## config.mk

```make
export PLATFORM = sky130hd
export DESIGN_NAME = rca_nibble_sequencer
export DESIGN_NICKNAME = d
export VERILOG_FILES = /design/src/rtl/rca_pkg.sv /design/src/rtl/nibble_rca.sv /design/src/rtl/rca_nibble_sequencer.sv
export SDC_FILE = /design/constraint.sdc
export NUM_CORES = 1
export LEC_CHECK = 0
export ABC_AREA = 1
export CORE_MARGIN = 10
export CORE_UTILIZATION = 44
export DETAILED_ROUTE_END_ITERATION = 16
export GPL_TIMING_DRIVEN = 0
export PLACE_DENSITY_LB_ADDON = 0.2
export SYNTH_ARGS = -nofsm -noshare
export SYNTH_HDL_FRONTEND = slang
export SYNTH_HIERARCHICAL = 1
export SYNTH_SLANG_ARGS = --single-unit
export TNS_END_PERCENT = 30
```

## constraint.sdc

```tcl
create_clock -name clk -period 2.5 [get_ports clk]
set_input_delay 0.5 -clock clk [delete_from_list [all_inputs] [get_ports clk]]
set_output_delay 0.5 -clock clk [all_outputs]
set_load 0.01 [all_outputs]
```

## src/rtl/rca_pkg.sv

```systemverilog
// ============================================================================
// Module   : rca_pkg
// Brief    : Shared slice width, sequencer state encoding and slice-count helper
// Revision : 1.0  initial release
// ============================================================================
`default_nettype none

package rca_pkg;

    localparam int SLICE_W = 4;

    typedef enum logic [1:0] {
        IDLE = 2'd0,
        RUN  = 2'd1,
        DONE = 2'd2
    } seq_state_t;

    function automatic int nslices(input int width);
        return width / SLICE_W;
    endfunction

endpackage

`default_nettype wire

```

## src/rtl/nibble_rca.sv

```systemverilog
// ============================================================================
// Module   : nibble_rca
// Brief    : Purely combinational SLICE_W-bit ripple-carry adder slice
// Revision : 1.0  initial release
// ============================================================================
`default_nettype none

module nibble_rca
    import rca_pkg::*;
(
    input  logic [SLICE_W-1:0] x,
    input  logic [SLICE_W-1:0] y,
    input  logic               ci,
    output logic [SLICE_W-1:0] s,
    output logic               co
);

    logic [SLICE_W:0] w_c;

    assign w_c[0] = ci;

    for (genvar i = 0; i < SLICE_W; i++) begin : g_bit
        assign s[i]     = x[i] ^ y[i] ^ w_c[i];
        assign w_c[i+1] = (x[i] & y[i]) | (w_c[i] & (x[i] ^ y[i]));
    end

    assign co = w_c[SLICE_W];

endmodule

`default_nettype wire

```

## src/rtl/rca_nibble_sequencer.sv

```systemverilog
// ============================================================================
// Module   : rca_nibble_sequencer
// Brief    : WIDTH-bit adder time-sharing one nibble ripple-carry slice, LSB
//            first, with valid/ready handshakes on operands and result.
//            Optional macro OVERFLOW_FLAG_EN adds the signed-overflow output ovf.
// Revision : 1.0  initial release
// ============================================================================
`default_nettype none

module rca_nibble_sequencer
    import rca_pkg::*;
#(
    parameter int WIDTH = 16
) (
    input  logic             clk,
    input  logic             rst_n,
    input  logic             in_valid,
    output logic             in_ready,
    input  logic [WIDTH-1:0] a,
    input  logic [WIDTH-1:0] b,
    input  logic             cin,
    output logic             out_valid,
    input  logic             out_ready,
    output logic [WIDTH-1:0] sum,
    output logic             cout,
`ifdef OVERFLOW_FLAG_EN
    output logic             ovf,
`endif
    output logic             busy
);

    localparam int C_NSLICES = nslices(WIDTH);
    localparam int C_IDX_W   = (C_NSLICES > 1) ? $clog2(C_NSLICES) : 1;
    localparam logic [C_IDX_W-1:0] C_LAST = C_IDX_W'(C_NSLICES - 1);

    if ((WIDTH % SLICE_W) != 0 || WIDTH < SLICE_W) begin : g_width_check
        $error("rca_nibble_sequencer: WIDTH must be a positive multiple of %0d", SLICE_W);
    end

    seq_state_t           r_state;
    seq_state_t           w_state_next;
    logic [C_IDX_W-1:0]   r_idx;
    logic [WIDTH-1:0]     r_a;
    logic [WIDTH-1:0]     r_b;
    logic                 r_carry;
    logic [SLICE_W-1:0]   r_sum_nib [C_NSLICES];
    logic                 r_cout;

    logic [SLICE_W-1:0]   w_a_nib [C_NSLICES];
    logic [SLICE_W-1:0]   w_b_nib [C_NSLICES];
    logic [SLICE_W-1:0]   w_x;
    logic [SLICE_W-1:0]   w_y;
    logic [SLICE_W-1:0]   w_s;
    logic                 w_co;
    logic                 w_accept;
    logic                 w_step;
    logic                 w_last;

    // Nibble views of the latched operands and the result register
    for (genvar i = 0; i < C_NSLICES; i++) begin : g_nib
        assign w_a_nib[i]                   = r_a[i*SLICE_W +: SLICE_W];
        assign w_b_nib[i]                   = r_b[i*SLICE_W +: SLICE_W];
        assign sum[i*SLICE_W +: SLICE_W]    = r_sum_nib[i];
    end

    assign w_x = w_a_nib[r_idx];
    assign w_y = w_b_nib[r_idx];

    nibble_rca u_slice (
        .x  (w_x),
        .y  (w_y),
        .ci (r_carry),
        .s  (w_s),
        .co (w_co)
    );

    assign w_accept = (r_state == IDLE) && in_valid;
    assign w_step   = (r_state == RUN);
    assign w_last   = w_step && (r_idx == C_LAST);

    always_ff @(posedge clk) begin
        if (!rst_n) begin
            r_state <= IDLE;
        end else begin
            r_state <= w_state_next;
        end
    end

    always_comb begin
        w_state_next = r_state;
        unique case (r_state)
            IDLE:    if (in_valid)  w_state_next = RUN;
            RUN:     if (w_last)    w_state_next = DONE;
            DONE:    if (out_ready) w_state_next = IDLE;
            default:                w_state_next = IDLE;
        endcase
    end

    always_ff @(posedge clk) begin
        if (!rst_n) begin
            r_idx   <= '0;
            r_a     <= '0;
            r_b     <= '0;
            r_carry <= 1'b0;
            r_cout  <= 1'b0;
            for (int i = 0; i < C_NSLICES; i++) begin
                r_sum_nib[i] <= '0;
            end
        end else if (w_accept) begin
            r_a     <= a;
            r_b     <= b;
            r_carry <= cin;
            r_idx   <= '0;
        end else if (w_step) begin
            r_sum_nib[r_idx] <= w_s;
            r_carry          <= w_co;
            r_idx            <= w_last ? '0 : r_idx + C_IDX_W'(1);
            if (w_last) begin
                r_cout <= w_co;
            end
        end
    end

`ifdef OVERFLOW_FLAG_EN
    logic r_ovf;
    logic w_msb_cin;

    // Carry into the MSB recovered from the slice's top sum bit
    assign w_msb_cin = w_x[SLICE_W-1] ^ w_y[SLICE_W-1] ^ w_s[SLICE_W-1];

    always_ff @(posedge clk) begin
        if (!rst_n) begin
            r_ovf <= 1'b0;
        end else if (w_last) begin
            r_ovf <= w_msb_cin ^ w_co;
        end
    end

    assign ovf = r_ovf;
`endif

    assign in_ready  = (r_state == IDLE);
    assign out_valid = (r_state == DONE);
    assign busy      = (r_state == RUN) || (r_state == DONE);
    assign cout      = r_cout;

endmodule

`default_nettype wire

```

Yosys cells after proc, flatten, opt, wreduce, memory -nomap -nowiden
Memory sizes are Yosys's and may differ from the RTL's.
Cells that the tools add are included.
{ "word_totals": {"reg_bits": 38, "ram_bits": 16, "out_inout_bits": 20, "mem_count": 1} }
{ "classes": {"addsub": 1, "n_lt_le_gt_ge": 1, "n_eq_ne": 6, "muxes": 21, "bitwise": 23, "n_reduce_logical": 9} }
{ "mem_list": {"columns": ["memory", "depth", "width", "read_ports", "rd_ports_with_merged_regs", "write_ports", "line", "text"], "rows": [
  ["r_sum_nib", 4, 4, 4, 0, 4, "rca_nibble_sequencer.sv:46", "logic [SLICE_W-1:0] r_sum_nib [C_NSLICES];"]
]} }
{ "op_table": {"columns": ["cell", "n"], "rows": [
  ["two-way mux 4 bit", 5],
  ["binary-select mux 4 bit (select 2 bit)", 2],
  ["two-way mux 2 bit", 5],
  ["bitwise AND 1 bit", 8],
  ["two-way mux 1 bit", 8],
  ["XOR 1 bit", 8],
  ["case mux 2 bit (3 select lines)", 1],
  ["AND reduction 3 bit", 2],
  ["== test 2 bit, second input constant", 2],
  ["!= test 2 x 1 -> 1 bit, second input constant", 2],
  ["bitwise OR 1 bit", 4],
  ["OR reduction 4 bit", 1],
  ["greater-or-equal comparator 3 bit, second input constant", 1],
  ["inverter 2 -> 3 bit", 1],
  ["adder 2 x 1 -> 2 bit, second input constant", 1],
  ["== test 2 x 1 -> 1 bit, second input constant", 1],
  ["logical AND 1 bit", 2],
  ["zero test 2 bit", 1],
  ["!= test 2 bit, second input constant", 1],
  ["inverter 1 bit", 2],
  ["nonzero test 2 bit", 1],
  ["OR reduction 2 bit", 1],
  ["logical OR 1 bit", 1]
]} }

Depth between registers and ports, before layout
{ "depth": {"ltp_word": 15, "ltp_mapped": 16} }

Hierarchy
The synthesis kept the hierarchy.
{ "by_module_without_submodules": {"columns": ["mod", "instances", "cells_per_inst", "area_per_inst_um2"], "rows": [
  ["rca_nibble_sequencer", 1, 276, 2277.2],
  ["nibble_rca", 1, 14, 117.6]
]} }

Worst setup path before layout
Ideal clock, no wire load.
{ "synth_path": {"kind": "reg-to-reg", "startpoint": "register r_idx[0]", "endpoint": "memory r_sum_nib[2][3], data pin", "setup_time_ns": 0.143, "arrival_time_ns": 2.448, "required_time_ns": 2.357, "slack_ns": -0.091, "path_stages_with_launch": 15, "path_buffers": 2, "period_less_slack_ns": 2.591, "cell_sequence": "dfxtp_1 > buf_2 > buf_6 > nor2_1 > o22ai_1 > fa_1 > inv_1 > fa_1 > inv_1 > fa_1 > inv_1 > fa_1 > inv_1 > inv_1 > nor2_1"} }
{ "synth_lines": {"columns": ["item", "line", "text"], "rows": [
  ["from (decl)", "rca_nibble_sequencer.sv:42", "logic [C_IDX_W-1:0] r_idx;"],
  ["from (signal assigned)", "rca_nibble_sequencer.sv:117", "r_idx <= w_last ? '0 : r_idx + C_IDX_W'(1);"],
  ["to (decl)", "rca_nibble_sequencer.sv:46", null]
]} }

==> metrics.txt <==
outcome finished with violations; failing checks setup timing; initial antenna violation count 0; Rows 26; Nets 408; routability cong. 0.816; WP data arrival 2790 ps; CP Launch Type flip-flop; Layout area overhead 36.6%; DRC viols 0; antenna-violating nets left 0; Max transition margin 73.8%; top cell type by total area after synthesis dfxtp_1; syn avg cell area 8.26 um^2; crit path kind flip-flop to flip-flop; largest net degree at the start of global routing 17; Worst Clk Skew 12.3 ps; critical path cell sequence buf_8 -> buf_8 -> nor2_4 -> o22ai_2 -> fa_2 -> inv_2 -> fa_2 -> inv_2 -> fa_2 -> inv_2 -> fa_1 -> inv_1 -> inv_2 -> nor2_1; Post-CTS Hold Buffers 0; Max VDD drop 0.426 mV; Min Clock Period, post-route 2620 ps; commonest non-fill, non-tap cells in the layout 94 x nor2_1, 56 x clkdlybuf4s50_1, 48 x o21ai_0; Worst Tran Pin Value 393 ps; synthesized area 0.00239 mm^2; Longest Clk Path Bufs 2; most common cell after layout, fill and taps aside nor2_1; final setup fails 5; htree depth 2; worst path bufs/invs 7; setup slack after layout -124 ps; RSZ-0062 raised after global routing true; post-layout util 62.9%; Global Route Usage Sum 12.8%; Mapped Cells 290; Tcrit/Tclk final 105%; routed vias/inst 4.92; Max Clock Freq 381 MHz; Die Width 93.8 um; first drt pass iteration count 4; Critical Path Sink Type flip-flop; IO Port Bufs 56; I/O pins 57; vias in the first global route 1,990; post-synth top area share 31.8%; power density over cell area 987 mW/mm^2; final instance area 0.00327 mm^2; kind of path behind the tightest hold check flip-flop to flip-flop; CP required 2660 ps; Most common cell on crit path inv_2; Leakage 1.33 nW; fill count 474; clk_lat worst skew 310 ps; Die Ht 93.8 um; Netlist cell types 21; # diodes 0; Largest stage delay, worst path 390 ps; overall routed net length 5.87 mm; Starting Density 46.0%; number of synthesized register bits 54; Max Cap Viol 0; final hold viol count 0; Max stage delay cell, worst path fa_2; CP max FO 6; area of the core 0.00520 mm^2; DIE AREA 0.00879 mm^2; register area share after synthesis 51.8%; post-DP HPWL 4.31 mm; Pins Over Slew Limit 0; Root Buffer clkbuf_8; via count 2,124; global-route wire length before repair 9.09 mm; Synth Warn # 6; drt initial violations 150; top post-synthesis cells by area dfxtp_1 32%, edfxtp_1 20%, nor2_1 15%; grt ovf 0; drt wl/cell 13.6 um; share of cells above drive strength 1 12.7%; DP Area 0.00308 mm^2; Num CTS Buffers 5; CTS tree yes; clock sink total 54; clock-pin slew on the worst setup and hold paths 90 ps; Mapped Nets 337; crit-path leading delay family adder cells
## sequential cells by signal, indices dropped and copies added, names as in the netlist
name,cells
r_idx,2
cout,1
r_a,16
r_sum_nib,16
r_carry,1
r_state,2
r_b,16
## final cells by class
type	count	area, um^2	share of cell area [%]
Tap cell	70	87.6	2.68
Timing Repair Buffer	64	621	19.0
Multi-Input combinational cell	196	1010	30.7
Buffer	15	124	3.79
Clock buffer	6	72.6	2.22
Sequential cell	54	1250	38.1
Clock inverter	2	13.8	0.421
Inverter	25	101	3.10
## repair_timing
action	in CTS	in global routing
cloned	0	0
pin swaps	4	4
gates resized for setup	8	14
endpoints found under the hold margin	0	0
setup buffers	4	4
endpoints found under the setup margin	6	6
## report_power, final
group	leakage [nW]	internal (mW)	switching (mW)
registers	0.481	1.12	0.116
logic	0.807	0.637	0.883
clock network	0.0413	0.197	0.276
## logic make-up after synthesis
group	after synthesis	synth area share, %
mux	1	0.418
compound gates	64	13.8
fa+ha+maj	10	6.48
flops	54	51.8
simple gates	121	19.6
buf+inv	40	7.84
## worst reg2reg max path, stage by stage (launching register included)
cell and delay, ps:
dfxtp_4 380, buf_8 140, buf_8 130, nor2_4 80, o22ai_2 90, fa_2 390, inv_2 60, fa_2 180
inv_2 40, fa_2 330, inv_2 60, fa_1 400, inv_1 70, inv_2 60, nor2_1 90
## per-layer routing
layer | vias up | share of wire [%] | GRT usage (%)
met1 | 973 | 43 | 15.3
met4 | 0 | 1.7 | 4.30
li1 | 1079 | - | -
met3 | 11 | 6.8 | 3.52
met5 | - | 0 | 0
met2 | 61 | 48 | 21.6
## synthesized netlist by cell type, drive strengths merged
library cell / number
a211oi: 1
a21oi: 4
buf: 9
clkbuf: 6
dfxtp: 38
edfxtp: 16
fa: 4
ha: 6
inv: 25
mux2i: 1
nand2: 17
nand3: 4
nand4: 1
nor2: 99
o21ai: 52
o22ai: 7
## final timing paths
kind | startpoint | endpoint | slack, ps | cells after the start
setup / recovery | r_idx[0] | r_sum_nib[2][3] | -120 | 14
hold / removal | cout | cout | 450 | 2
hold reg to reg | cout | cout | 450 | 2
setup reg to reg | r_idx[0] | r_sum_nib[2][3] | -120 | 14
## metrics by stage
step,cells,power [mW],TNS [ps],setup WS [ps],hold WS [ps]
6_report,432,3.23,-452,-124,454
2_1_floorplan,290,2.18,0,1.18,429
5_1_grt,432,3.47,-862,-200,493
3_3_place_gp,416,2.63,-864,-197,436
3_5_place_dp,416,2.66,-953,-220,442
4_1_cts,428,3.18,-674,-156,455
Note: power is estimated with default switching activity, not from simulation.
